<file path="config.mk">
export PLATFORM = sky130hd
export DESIGN_NAME = vga_mode_sequencer_flat
export DESIGN_NICKNAME = d
export VERILOG_FILES = /design/src/rtl/vga_mode_sequencer_pkg.sv /design/src/rtl/vga_mode_sequencer_if.sv /design/src/rtl/vga_timing_core.sv /design/src/rtl/vga_mode_sequencer.sv /design/src/flat_wrapper.sv
export SDC_FILE = /design/constraint.sdc
export NUM_CORES = 1
export LEC_CHECK = 0
export ABC_AREA = 1
export CAP_MARGIN = 40
export CORE_ASPECT_RATIO = 1.1
export CORE_MARGIN = 2
export CORE_UTILIZATION = 35
export CTS_CLUSTER_DIAMETER = 30
export DETAILED_ROUTE_END_ITERATION = 10
export GPL_TIMING_DRIVEN = 1
export PLACE_DENSITY = 0.6
export SETUP_SLACK_MARGIN = 0.4
export SYNTH_ARGS = -nofsm -noshare
export SYNTH_HDL_FRONTEND = slang
export SYNTH_HIERARCHICAL = 1
export SYNTH_SLANG_ARGS = --single-unit
</file>
<file path="constraint.sdc">
create_clock -name clk -period 1.7 [get_ports clk]
set_input_delay 0.34 -clock clk [delete_from_list [all_inputs] [get_ports clk]]
set_output_delay 0.34 -clock clk [all_outputs]
set_load 0.005 [all_outputs]
</file>
<file path="src/rtl/vga_mode_sequencer_pkg.sv">
// rtl/vga_mode_sequencer_pkg.sv - shared types, totals helpers and colour-bar LUT for the VGA mode sequencer
//
// Package vga_seq_pkg
//   seq_state_e    : sequencer state, S_RUN while modes remain, S_HOLD after the last mode
//   calc_h_total   : active + front porch + sync + back porch (horizontal)
//   calc_v_total   : same sum for the vertical direction
//   BAR_LUT        : {r,g,b} for the 8 vertical test bars, left to right

package vga_seq_pkg;

    typedef enum logic [0:0] {
        S_RUN  = 1'b0,
        S_HOLD = 1'b1
    } seq_state_e;

    function automatic int calc_h_total(input int active, input int fp, input int sync, input int bp);
        return active + fp + sync + bp;
    endfunction

    function automatic int calc_v_total(input int active, input int fp, input int sync, input int bp);
        return active + fp + sync + bp;
    endfunction

    // white, yellow, cyan, green, magenta, red, blue, black
    localparam logic [23:0] BAR_LUT [8] = '{
        24'hFFFFFF, 24'hFFFF00, 24'h00FFFF, 24'h00FF00,
        24'hFF00FF, 24'hFF0000, 24'h0000FF, 24'h000000
    };

endpackage

</file>
<file path="src/rtl/vga_mode_sequencer_if.sv">
// rtl/vga_mode_sequencer_if.sv - video output bundle between the sequencer and the DAC/framebuffer reader
//
// Signals: hsync, vsync (active low), de, x, y, r, g, b
// Modports: master (sequencer drives), slave (downstream samples)

interface vga_mode_sequencer_if #(
    parameter int X_W = 10,
    parameter int Y_W = 10
);
    logic           hsync;
    logic           vsync;
    logic           de;
    logic [X_W-1:0] x;
    logic [Y_W-1:0] y;
    logic [7:0]     r;
    logic [7:0]     g;
    logic [7:0]     b;

    modport master (output hsync, vsync, de, x, y, r, g, b);
    modport slave  (input  hsync, vsync, de, x, y, r, g, b);
endinterface

</file>
<file path="src/rtl/vga_timing_core.sv">
// rtl/vga_timing_core.sv - h/v position counters with registered sync and display-enable decode
//
// Ports:
//   clk, rst      : clock, synchronous active-high reset
//   pix_en        : pixel enable; counters and decode advance only when high
//   h_cnt_o       : current (pre-edge) horizontal position
//   v_cnt_o       : current (pre-edge) line
//   vis_o         : current position lies in the visible region
//   frame_end_o   : current position is the last pixel of the frame
//   hsync_o       : registered hsync for the position consumed at the last enabled edge
//   vsync_o       : registered vsync, same timing
//   de_o          : registered display enable, same timing

module vga_timing_core
    import vga_seq_pkg::*;
#(
    parameter int H_ACTIVE = 640,
    parameter int H_FP     = 16,
    parameter int H_SYNC   = 96,
    parameter int H_BP     = 48,
    parameter int V_ACTIVE = 480,
    parameter int V_FP     = 10,
    parameter int V_SYNC   = 2,
    parameter int V_BP     = 33,
    parameter int X_W      = 10,
    parameter int Y_W      = 10
) (
    input  logic           clk,
    input  logic           rst,
    input  logic           pix_en,
    output logic [X_W-1:0] h_cnt_o,
    output logic [Y_W-1:0] v_cnt_o,
    output logic           vis_o,
    output logic           frame_end_o,
    output logic           hsync_o,
    output logic           vsync_o,
    output logic           de_o
);

    localparam int H_TOTAL = calc_h_total(H_ACTIVE, H_FP, H_SYNC, H_BP);
    localparam int V_TOTAL = calc_v_total(V_ACTIVE, V_FP, V_SYNC, V_BP);

    localparam logic [X_W-1:0] H_LAST       = X_W'(H_TOTAL - 1);
    localparam logic [X_W-1:0] H_VIS_END    = X_W'(H_ACTIVE);
    localparam logic [X_W-1:0] H_SYNC_START = X_W'(H_ACTIVE + H_FP);
    localparam logic [X_W-1:0] H_SYNC_END   = X_W'(H_ACTIVE + H_FP + H_SYNC);
    localparam logic [Y_W-1:0] V_LAST       = Y_W'(V_TOTAL - 1);
    localparam logic [Y_W-1:0] V_VIS_END    = Y_W'(V_ACTIVE);
    localparam logic [Y_W-1:0] V_SYNC_START = Y_W'(V_ACTIVE + V_FP);
    localparam logic [Y_W-1:0] V_SYNC_END   = Y_W'(V_ACTIVE + V_FP + V_SYNC);

    logic [X_W-1:0] h_cnt_q, h_cnt_d;
    logic [Y_W-1:0] v_cnt_q, v_cnt_d;
    logic           hsync_q, hsync_d;
    logic           vsync_q, vsync_d;
    logic           de_q, de_d;
    logic           line_end;
    logic           vis;

    always_comb begin
        line_end = (h_cnt_q == H_LAST);
        vis      = (h_cnt_q < H_VIS_END) && (v_cnt_q < V_VIS_END);

        h_cnt_d = h_cnt_q;
        v_cnt_d = v_cnt_q;
        hsync_d = hsync_q;
        vsync_d = vsync_q;
        de_d    = de_q;

        if (pix_en) begin
            // Outputs reflect the position being left, so decode uses the pre-edge counters.
            hsync_d = !((h_cnt_q >= H_SYNC_START) && (h_cnt_q < H_SYNC_END));
            vsync_d = !((v_cnt_q >= V_SYNC_START) && (v_cnt_q < V_SYNC_END));
            de_d    = vis;
            if (line_end) begin
                h_cnt_d = '0;
                v_cnt_d = (v_cnt_q == V_LAST) ? '0 : v_cnt_q + Y_W'(1);
            end else begin
                h_cnt_d = h_cnt_q + X_W'(1);
            end
        end
    end

    always_ff @(posedge clk) begin
        if (rst) begin
            h_cnt_q <= '0;
            v_cnt_q <= '0;
            hsync_q <= 1'b1;
            vsync_q <= 1'b1;
            de_q    <= 1'b0;
        end else begin
            h_cnt_q <= h_cnt_d;
            v_cnt_q <= v_cnt_d;
            hsync_q <= hsync_d;
            vsync_q <= vsync_d;
            de_q    <= de_d;
        end
    end

    assign h_cnt_o     = h_cnt_q;
    assign v_cnt_o     = v_cnt_q;
    assign vis_o       = vis;
    assign frame_end_o = line_end && (v_cnt_q == V_LAST);
    assign hsync_o     = hsync_q;
    assign vsync_o     = vsync_q;
    assign de_o        = de_q;

endmodule

</file>
<file path="src/rtl/vga_mode_sequencer.sv">
// rtl/vga_mode_sequencer.sv - VGA timing generator that steps through horizontal-resolution modes
//
// Mode m shows H_ACTIVE>>m image columns per line (each pixel repeated 2^m times),
// FRAMES_PER_MODE frames per mode, then holds the last mode with seq_done set.
// Optional macro VGA_PATTERN_EN: drive 8 vertical colour bars on r/g/b; otherwise r=g=b=0.
//
// Ports:
//   clk, rst    : clock, synchronous active-high reset
//   pix_en      : pixel enable from the pixel-clock divider
//   restart     : request return to mode 0 at the next frame boundary
//   vga         : video bundle (hsync, vsync, de, x, y, r, g, b), master side
//   mode        : current mode index
//   frame_done  : one-clk pulse after the last pixel of each frame
//   seq_done    : sticky, all modes completed

module vga_mode_sequencer
    import vga_seq_pkg::*;
#(
    parameter int H_ACTIVE        = 640,
    parameter int H_FP            = 16,
    parameter int H_SYNC          = 96,
    parameter int H_BP            = 48,
    parameter int V_ACTIVE        = 480,
    parameter int V_FP            = 10,
    parameter int V_SYNC          = 2,
    parameter int V_BP            = 33,
    parameter int NUM_MODES       = 2,
    parameter int FRAMES_PER_MODE = 1,
    parameter int X_W             = 10,
    parameter int Y_W             = 10,
    localparam int MODE_W         = $clog2(NUM_MODES) + 1
) (
    input  logic                clk,
    input  logic                rst,
    input  logic                pix_en,
    input  logic                restart,
    vga_mode_sequencer_if.master vga,
    output logic [MODE_W-1:0]   mode,
    output logic                frame_done,
    output logic                seq_done
);

    localparam int FC_W = $clog2(FRAMES_PER_MODE) + 1;
    localparam logic [FC_W-1:0]   FC_LAST   = FC_W'(FRAMES_PER_MODE - 1);
    localparam logic [MODE_W-1:0] MODE_LAST = MODE_W'(NUM_MODES - 1);

    logic [X_W-1:0] h_cnt;
    logic [Y_W-1:0] v_cnt;
    logic           vis;
    logic           frame_end;

    vga_timing_core #(
        .H_ACTIVE (H_ACTIVE),
        .H_FP     (H_FP),
        .H_SYNC   (H_SYNC),
        .H_BP     (H_BP),
        .V_ACTIVE (V_ACTIVE),
        .V_FP     (V_FP),
        .V_SYNC   (V_SYNC),
        .V_BP     (V_BP),
        .X_W      (X_W),
        .Y_W      (Y_W)
    ) u_core (
        .clk         (clk),
        .rst         (rst),
        .pix_en      (pix_en),
        .h_cnt_o     (h_cnt),
        .v_cnt_o     (v_cnt),
        .vis_o       (vis),
        .frame_end_o (frame_end),
        .hsync_o     (vga.hsync),
        .vsync_o     (vga.vsync),
        .de_o        (vga.de)
    );

    seq_state_e        state_q, state_d;
    logic [MODE_W-1:0] mode_q, mode_d;
    logic [FC_W-1:0]   frame_cnt_q, frame_cnt_d;
    logic              seq_done_q, seq_done_d;
    logic              restart_pend_q, restart_pend_d;
    logic              frame_done_q, frame_done_d;
    logic [X_W-1:0]    x_q, x_d;
    logic [Y_W-1:0]    y_q, y_d;
    logic              boundary;
    logic              restart_req;

    always_comb begin
        boundary    = pix_en && frame_end;
        // A request arriving on the boundary edge itself still takes effect there.
        restart_req = restart_pend_q || restart;

        state_d        = state_q;
        mode_d         = mode_q;
        frame_cnt_d    = frame_cnt_q;
        seq_done_d     = seq_done_q;
        restart_pend_d = restart_req;
        frame_done_d   = boundary;
        x_d            = x_q;
        y_d            = y_q;

        if (pix_en) begin
            x_d = vis ? (h_cnt >> mode_q) : '0;
            y_d = vis ? v_cnt : '0;
        end

        if (boundary) begin
            if (restart_req) begin
                state_d        = S_RUN;
                mode_d         = '0;
                frame_cnt_d    = '0;
                seq_done_d     = 1'b0;
                restart_pend_d = 1'b0;
            end else if (state_q == S_RUN) begin
                if (frame_cnt_q == FC_LAST) begin
                    frame_cnt_d = '0;
                    if (mode_q < MODE_LAST) begin
                        mode_d = mode_q + MODE_W'(1);
                    end else begin
                        seq_done_d = 1'b1;
                        state_d    = S_HOLD;
                    end
                end else begin
                    frame_cnt_d = frame_cnt_q + FC_W'(1);
                end
            end
        end
    end

    always_ff @(posedge clk) begin
        if (rst) begin
            state_q        <= S_RUN;
            mode_q         <= '0;
            frame_cnt_q    <= '0;
            seq_done_q     <= 1'b0;
            restart_pend_q <= 1'b0;
            frame_done_q   <= 1'b0;
            x_q            <= '0;
            y_q            <= '0;
        end else begin
            state_q        <= state_d;
            mode_q         <= mode_d;
            frame_cnt_q    <= frame_cnt_d;
            seq_done_q     <= seq_done_d;
            restart_pend_q <= restart_pend_d;
            frame_done_q   <= frame_done_d;
            x_q            <= x_d;
            y_q            <= y_d;
        end
    end

`ifdef VGA_PATTERN_EN
    localparam logic [X_W-1:0] BAR_W = X_W'(H_ACTIVE / 8);

    logic [23:0] rgb_q, rgb_d;
    logic [2:0]  bar_idx;

    always_comb begin
        // Bars follow the raw h position, so they stay put across modes.
        bar_idx = 3'(h_cnt / BAR_W);
        rgb_d   = rgb_q;
        if (pix_en) begin
            rgb_d = vis ? BAR_LUT[bar_idx] : 24'h000000;
        end
    end

    always_ff @(posedge clk) begin
        if (rst) begin
            rgb_q <= 24'h000000;
        end else begin
            rgb_q <= rgb_d;
        end
    end

    assign vga.r = rgb_q[23:16];
    assign vga.g = rgb_q[15:8];
    assign vga.b = rgb_q[7:0];
`else
    assign vga.r = 8'h00;
    assign vga.g = 8'h00;
    assign vga.b = 8'h00;
`endif

    assign vga.x      = x_q;
    assign vga.y      = y_q;
    assign mode       = mode_q;
    assign frame_done = frame_done_q;
    assign seq_done   = seq_done_q;

endmodule

</file>
<file path="src/flat_wrapper.sv">
// flat-port wrapper written by rule: the top's interface ports become plain ports
module vga_mode_sequencer_flat import vga_seq_pkg::*;
#(
    parameter int H_ACTIVE        = 640,
    parameter int H_FP            = 16,
    parameter int H_SYNC          = 96,
    parameter int H_BP            = 48,
    parameter int V_ACTIVE        = 480,
    parameter int V_FP            = 10,
    parameter int V_SYNC          = 2,
    parameter int V_BP            = 33,
    parameter int NUM_MODES       = 2,
    parameter int FRAMES_PER_MODE = 1,
    parameter int X_W             = 10,
    parameter int Y_W             = 10,
    localparam int MODE_W         = $clog2(NUM_MODES) + 1
)
  (clk, rst, pix_en, restart, mode, frame_done, seq_done, vga_hsync, vga_vsync, vga_de, vga_x, vga_y, vga_r, vga_g, vga_b);
  vga_mode_sequencer_if #(.X_W(X_W), .Y_W(Y_W)) vga_i ();
  input  logic clk;
  input  logic rst;
  input  logic pix_en;
  input  logic restart;
  output logic [MODE_W-1:0] mode;
  output logic frame_done;
  output logic seq_done;
  output wire logic [$bits(vga_i.hsync)-1:0] vga_hsync;
  output wire logic [$bits(vga_i.vsync)-1:0] vga_vsync;
  output wire logic [$bits(vga_i.de)-1:0] vga_de;
  output wire logic [$bits(vga_i.x)-1:0] vga_x;
  output wire logic [$bits(vga_i.y)-1:0] vga_y;
  output wire logic [$bits(vga_i.r)-1:0] vga_r;
  output wire logic [$bits(vga_i.g)-1:0] vga_g;
  output wire logic [$bits(vga_i.b)-1:0] vga_b;
  assign vga_hsync = vga_i.hsync;
  assign vga_vsync = vga_i.vsync;
  assign vga_de = vga_i.de;
  assign vga_x = vga_i.x;
  assign vga_y = vga_i.y;
  assign vga_r = vga_i.r;
  assign vga_g = vga_i.g;
  assign vga_b = vga_i.b;
  vga_mode_sequencer #(.H_ACTIVE(H_ACTIVE), .H_FP(H_FP), .H_SYNC(H_SYNC), .H_BP(H_BP), .V_ACTIVE(V_ACTIVE), .V_FP(V_FP), .V_SYNC(V_SYNC), .V_BP(V_BP), .NUM_MODES(NUM_MODES), .FRAMES_PER_MODE(FRAMES_PER_MODE), .X_W(X_W), .Y_W(Y_W)) u_core (.clk(clk), .rst(rst), .pix_en(pix_en), .restart(restart), .vga(vga_i), .mode(mode), .frame_done(frame_done), .seq_done(seq_done));
endmodule
</file>
==> flow_summary.json <==
{
  "status": "complete, but fails checks",
  "violations": "setup timing",
  "hold_viol": 0,
  "ys_warn_count": 6,
  "p_per_area_nw_per_um2": 506,
  "final_util_pct": 54.2,
  "clock_latency_ns": 0.31,
  "gp_routability_congestion": 0.872,
  "grt_use_total_pct": 17.0,
  "stdcell_area_sq_um": 4030,
  "seq_area_frac_synth_pct": 36.7,
  "path_clk_slew_ns": 0.09,
  "grt_max_degree": 15,
  "numPlacedInstances": 536,
  "antenna_found_initial": 0,
  "viasPerCell": 4.74,
  "rr_worst_depth": 10,
  "whs_endpoint": "u_core/vga.y[3]$_SDFFE_PP0P_",
  "peakVddDrop_mv": 0.283,
  "fin_crit_sh_pct": 104,
  "cp.arrival_ns": 1.97,
  "ys_types": 30,
  "postPlaceCellArea_sq_um": 3260,
  "max_freq_mhz": 564,
  "min_path_cells": 2,
  "die_w_um": 87.3,
  "crit_fanout": 3,
  "grt_pass1_vias": 2519,
  "holdBufCountCts": 0,
  "finalNonFillerCells": 576,
  "grt_remaining_overflow": 0,
  "detail_route.wl_per_cell_um": 12.4,
  "ys_ff_latch": 49,
  "hold_path.class": "reg2reg",
  "clockBufferDepth": 2,
  "io_buffers": 30,
  "required_ns": 1.90,
  "vias": 2730,
  "dr.pass1.iters": 4,
  "synth_area_leaders": "dfxtp_1 37%, nand2_1 15%, buf_4 7.0%, inv_1 6.6%, nand3_1 5.6%",
  "synth.top_cell.area_share_pct": 36.7,
  "grt_pass1_wl_um": 11400,
  "clkSinkCount": 49,
  "start_util_pct": 36.0,
  "design.die.area_sq_um": 8360,
  "clockRootBuffer": "clkbuf_8",
  "p_leak_uw": 0.00188,
  "finalNetCount": 497,
  "synthToLayoutAreaGrowth_pct": 50.6,
  "drive_above_1_share_pct": 40.1,
  "synth_area_per_cell_sq_um": 6.84,
  "r2r_start": "u_core/u_core/v_cnt_o[0]$_SDFFE_PP0P_",
  "ant_nets": 0,
  "whs_ns": 0.462,
  "io_pins": 55,
  "path_class": "reg2reg",
  "htree_levels": 2,
  "dp_hpwl_um": 4640,
  "yosysTopAreaCell": "dfxtp_1",
  "std_cell_rows": 33,
  "crit_path_start_kind": "flop",
  "drc_errors": 0,
  "grt_setup_unrepaired": "true",
  "die_h_um": 95.7,
  "worst_slack_ns": -0.0730,
  "syn_area_sq_um": 2670,
  "drtIter0Drc": 123,
  "wl_um": 7140,
  "hp-start": "u_core/vga.y[3]$_SDFFE_PP0P_",
  "r2r_slack_ns": -0.07,
  "report.final.slew_viol_count": 0,
  "cts_made_buffers": 5,
  "finalClockSkew_ns": 0.00495,
  "crit_path_end_kind": "flop",
  "antenna_cells": 0,
  "netlist_instances": 391,
  "period_needed_ns": 1.77,
  "finalSetupViolCount": 2,
  "rr_endpoint": "u_core/mode[0]$_SDFFE_PP0P_",
  "core-area_sq_um": 7430,
  "cts_tree": "done",
  "max-cap-violations": 0,
  "total_power_uw": 2040
}
## cells by family after synthesis
logic type / synth area share [%]
simple gates: 36.4
buf+inv: 15.7
flops: 36.7
compound gates: 6.50
xor+xnor: 2.29
fa+ha+maj: 2.34
other cells: 0.140
## what timing repair did
action                                  CTS  global route
pin swaps                                31            41
endpoints found under the setup margin   72            46
gates resized for setup                 123            43
buffers inserted                         19            10
gates cloned                              3             0
## cell usage in the layout, fill, tap and decap left out, types with 3 or more instances in the layout
| cell type | n |
|---|---|
| nand3_4 | 5 |
| nand2_2 | 7 |
| nor3_1 | 6 |
| a21oi_1 | 9 |
| nand2_1 | 101 |
| a21oi_2 | 15 |
| o21ai_1 | 4 |
| xor2_1 | 6 |
| nor2_1 | 30 |
| nor2_4 | 17 |
| nand4_1 | 6 |
| nand2_4 | 4 |
| o21ai_0 | 3 |
| inv_1 | 38 |
| inv_4 | 3 |
| dfxtp_1 | 14 |
| buf_6 | 17 |
| inv_2 | 9 |
| nand3_1 | 16 |
| conb_1 | 24 |
| nor2_2 | 3 |
| buf_4 | 49 |
| dlygate4sd2_1 | 27 |
| dfxtp_2 | 34 |
| clkbuf_8 | 5 |
| nand3_2 | 10 |
| ha_1 | 4 |
## Yosys cell counts (all sizes together)
library cell,n
buf,31
nor2,50
xnor2,1
a21oi,24
clkbuf,3
nor4,1
nand2,112
nand4,7
nor3b,2
conb,1
inv,50
xor2,6
dfxtp,49
nor3,8
nand3,31
o21ai,8
ha,5
o22ai,1
a211oi,1
## how the worst max path moves through the flow
stage                                                 end  cells after the start  slack (ns)                             startpoint
CTS                           u_core/mode[0]$_SDFFE_PP0P_                     10       -0.03  u_core/u_core/v_cnt_o[0]$_SDFFE_PP0P_
finish                        u_core/mode[0]$_SDFFE_PP0P_                     10       -0.07  u_core/u_core/v_cnt_o[0]$_SDFFE_PP0P_
detailed placement            u_core/mode[1]$_SDFFE_PP0P_                     10       -0.09  u_core/u_core/v_cnt_o[0]$_SDFFE_PP0P_
global placement    u_core/u_core/h_cnt_o[8]$_SDFFE_PP0P_                      9       -0.05                                 pix_en
global route                  u_core/mode[1]$_SDFFE_PP0P_                     11       -0.25  u_core/u_core/v_cnt_o[0]$_SDFFE_PP0P_
floorplan                     u_core/mode[1]$_SDFFE_PP0P_                     10        0.17  u_core/u_core/v_cnt_o[0]$_SDFFE_PP0P_
## critical path, stage by stage (launching register included)
cell     delay, ns
dfxtp_2       0.33
inv_2         0.05
ha_1          0.12
nor3b_2       0.18
nand4_1       0.18
nor4_2        0.21
nand2_1       0.15
nor2_2        0.16
nand2_2       0.08
a21oi_1       0.14
nor2_1        0.07
## per-layer routing
layer,vias up,part of all wire (%),track usage [%]
met3,20,4.6,3.20
met1,1244,44,21.3
met5,-,0,0
li1,1375,-,-
met2,91,49,28.5
met4,0,2.6,7.18
## sequential cells by signal, summed over array words and instances, names as in the netlist, 2 cells and up
name                   flops
u_core/mode                2
u_core/u_core/h_cnt_o     10
u_core/u_core/v_cnt_o     10
u_core/vga.x              10
u_core/vga.y              10
## per-stage QoR
stage               setup slack, ns  setup TNS (ns)
floorplan                     0.165               0
finish                      -0.0730          -0.125
global route                 -0.248          -0.713
detailed placement          -0.0946           -1.41
CTS                         -0.0270         -0.0496
global placement            -0.0525          -0.335
## area by class of cell
type                            count  area [sq um]
Fill cell                         679          3410
Multi-Input combinational cell    283          1730
Sequential cell                    49          1030
Timing Repair Buffer               99           878
Inverter                           50           195
Tap cell                           87           109
Clock buffer                        7          76.3
Clock inverter                      1          7.51
## report_power, final
group	switching (uW)	leakage (uW)	internal [uW]	total, uW
combinational	110	0.00143	72.5	183
sequential	8.52	0.000413	1160	1170
clock	397	0.0000385	292	689
total	516	0.00188	1520	2040
No activity file was read; power rests on OpenSTA's default activity.
==> variant, RTL diff (same settings) <==
Take the reset off `x_q` and `y_q` and load them in a clocked block of their own.
--- a/src/rtl/vga_mode_sequencer.sv
+++ b/src/rtl/vga_mode_sequencer.sv
@@ -136,4 +136,2 @@
             frame_done_q   <= 1'b0;
-            x_q            <= '0;
-            y_q            <= '0;
         end else begin
@@ -145,5 +143,8 @@
             frame_done_q   <= frame_done_d;
-            x_q            <= x_d;
-            y_q            <= y_d;
         end
+    end
+
+    always_ff @(posedge clk) begin
+        x_q <= x_d;
+        y_q <= y_d;
     end
Formal check against the unedited RTL: differs if rst is asserted again (counterexample within 4 cycles, from zero or initial values and one cycle with rst high); with rst held inactive, the same outputs for 10 cycles.
==> variant against the original RTL <==
  * Final area fell by 5.9%
  * Wire length is 15% lower
  * Die area shrank 0.94%
  * Critical path depth unchanged
  * Worst setup slack better by 0.094 ns
  * Area after synthesis shrank 0.98%
  * Sequential cell count unchanged
  * Synthesized cell count decreased by 14%
  * Non-clock buffer count fell by 27
  * Count of clock-buffer cells in the layout shrank 2
  * Sequential share of layout area up 6.6 points
  * Total power increased by 16%
  * Final cell count down 13%
  * Utilization down 2.9 points
  * Critical path type unchanged
  * Largest cell class unchanged
  * Highest routed layer unchanged
==> variant: results <==
metrics = {
    "worst_setup_path": {
        "cp_max_fo": 4,
        "ff2ff_setup_slack_ns": 0.02,
    },
    "grt": {
        "use_met3_pct": 2.51,
        "grt_max_degree": 21,
        "grt_pass1_wl_um": 9600,
    },
    "finish": {
        "final_nets": 421,
        "multi_input_area_um2": 1450,
        "seq_area_share_pct": 32.1,
        "layout.non_clock_inverters": 56,
        "bufAreaShareNonClock_pct": 17.4,
        "fillers": 656,
        "nMultiInputCombCells": 228,
    },
    "drt": {
        "dr_wl_met3_um": 315,
        "via_per_inst": 4.72,
        "dr.pass1.iters": 5,
        "met1_length_um": 2600,
    },
    "power": {
        "p_comb_w": 0.000152,
        "pwr-share-seq_pct": 52.7,
        "p_leak_nw": 1.62,
        "peakVddDrop_mv": 0.302,
    },
    "run_status": {
        "status": "finished, final reports clean",
    },
    "yosys": {
        "ys_top_cells_by_count": "nand2_1, inv_1, nor2_1",
        "synth_xor_xnor_area_share_pct": 2.32,
        "synth_cell_types": 34,
    },
    "hold_path": {
        "min_to": "u_core/seq_done",
        "worstHoldStart": "u_core/seq_done",
    },
    "placed_design": {
        "post-place-ws_ns": -0.0775,
    },
    "timing": {
        "fin_skew_ns": 0.00403,
    },
}
[variant: changes by cell type in the layout (fill, tap and decap cells not counted), moves of 8 or more]
| cell | change |
|---|---|
| a21oi_2 | -12 |
| nand2_1 | -53 |
| buf_6 | -8 |
| clkdlybuf4s15_1 | +14 |
| inv_2 | +10 |
| dfxtp_2 | -20 |
| edfxtp_1 | +20 |
| buf_4 | -18 |
| dlygate4sd2_1 | -14 |
[variant: timing repair]
item,CTS,global route
gates cloned,0,2
endpoints found under the setup margin,72,60
setup buffers,12,7
pin swaps,15,22
gates resized for setup,74,81
[variant: stage by stage]
step	cell area [um2]	utilization, %	instances	hold WS (ns)	total power [W]
2_1_floorplan	2770	-	360	0.412	0.00138
3_3_place_gp	3140	42.4	471	0.462	0.00143
3_5_place_dp	3140	42.4	471	0.463	0.00143
4_1_cts	3460	46.8	491	0.470	0.00239
5_1_grt	3790	51.2	500	0.503	0.00247
6_report	3790	51.2	500	0.479	0.00237
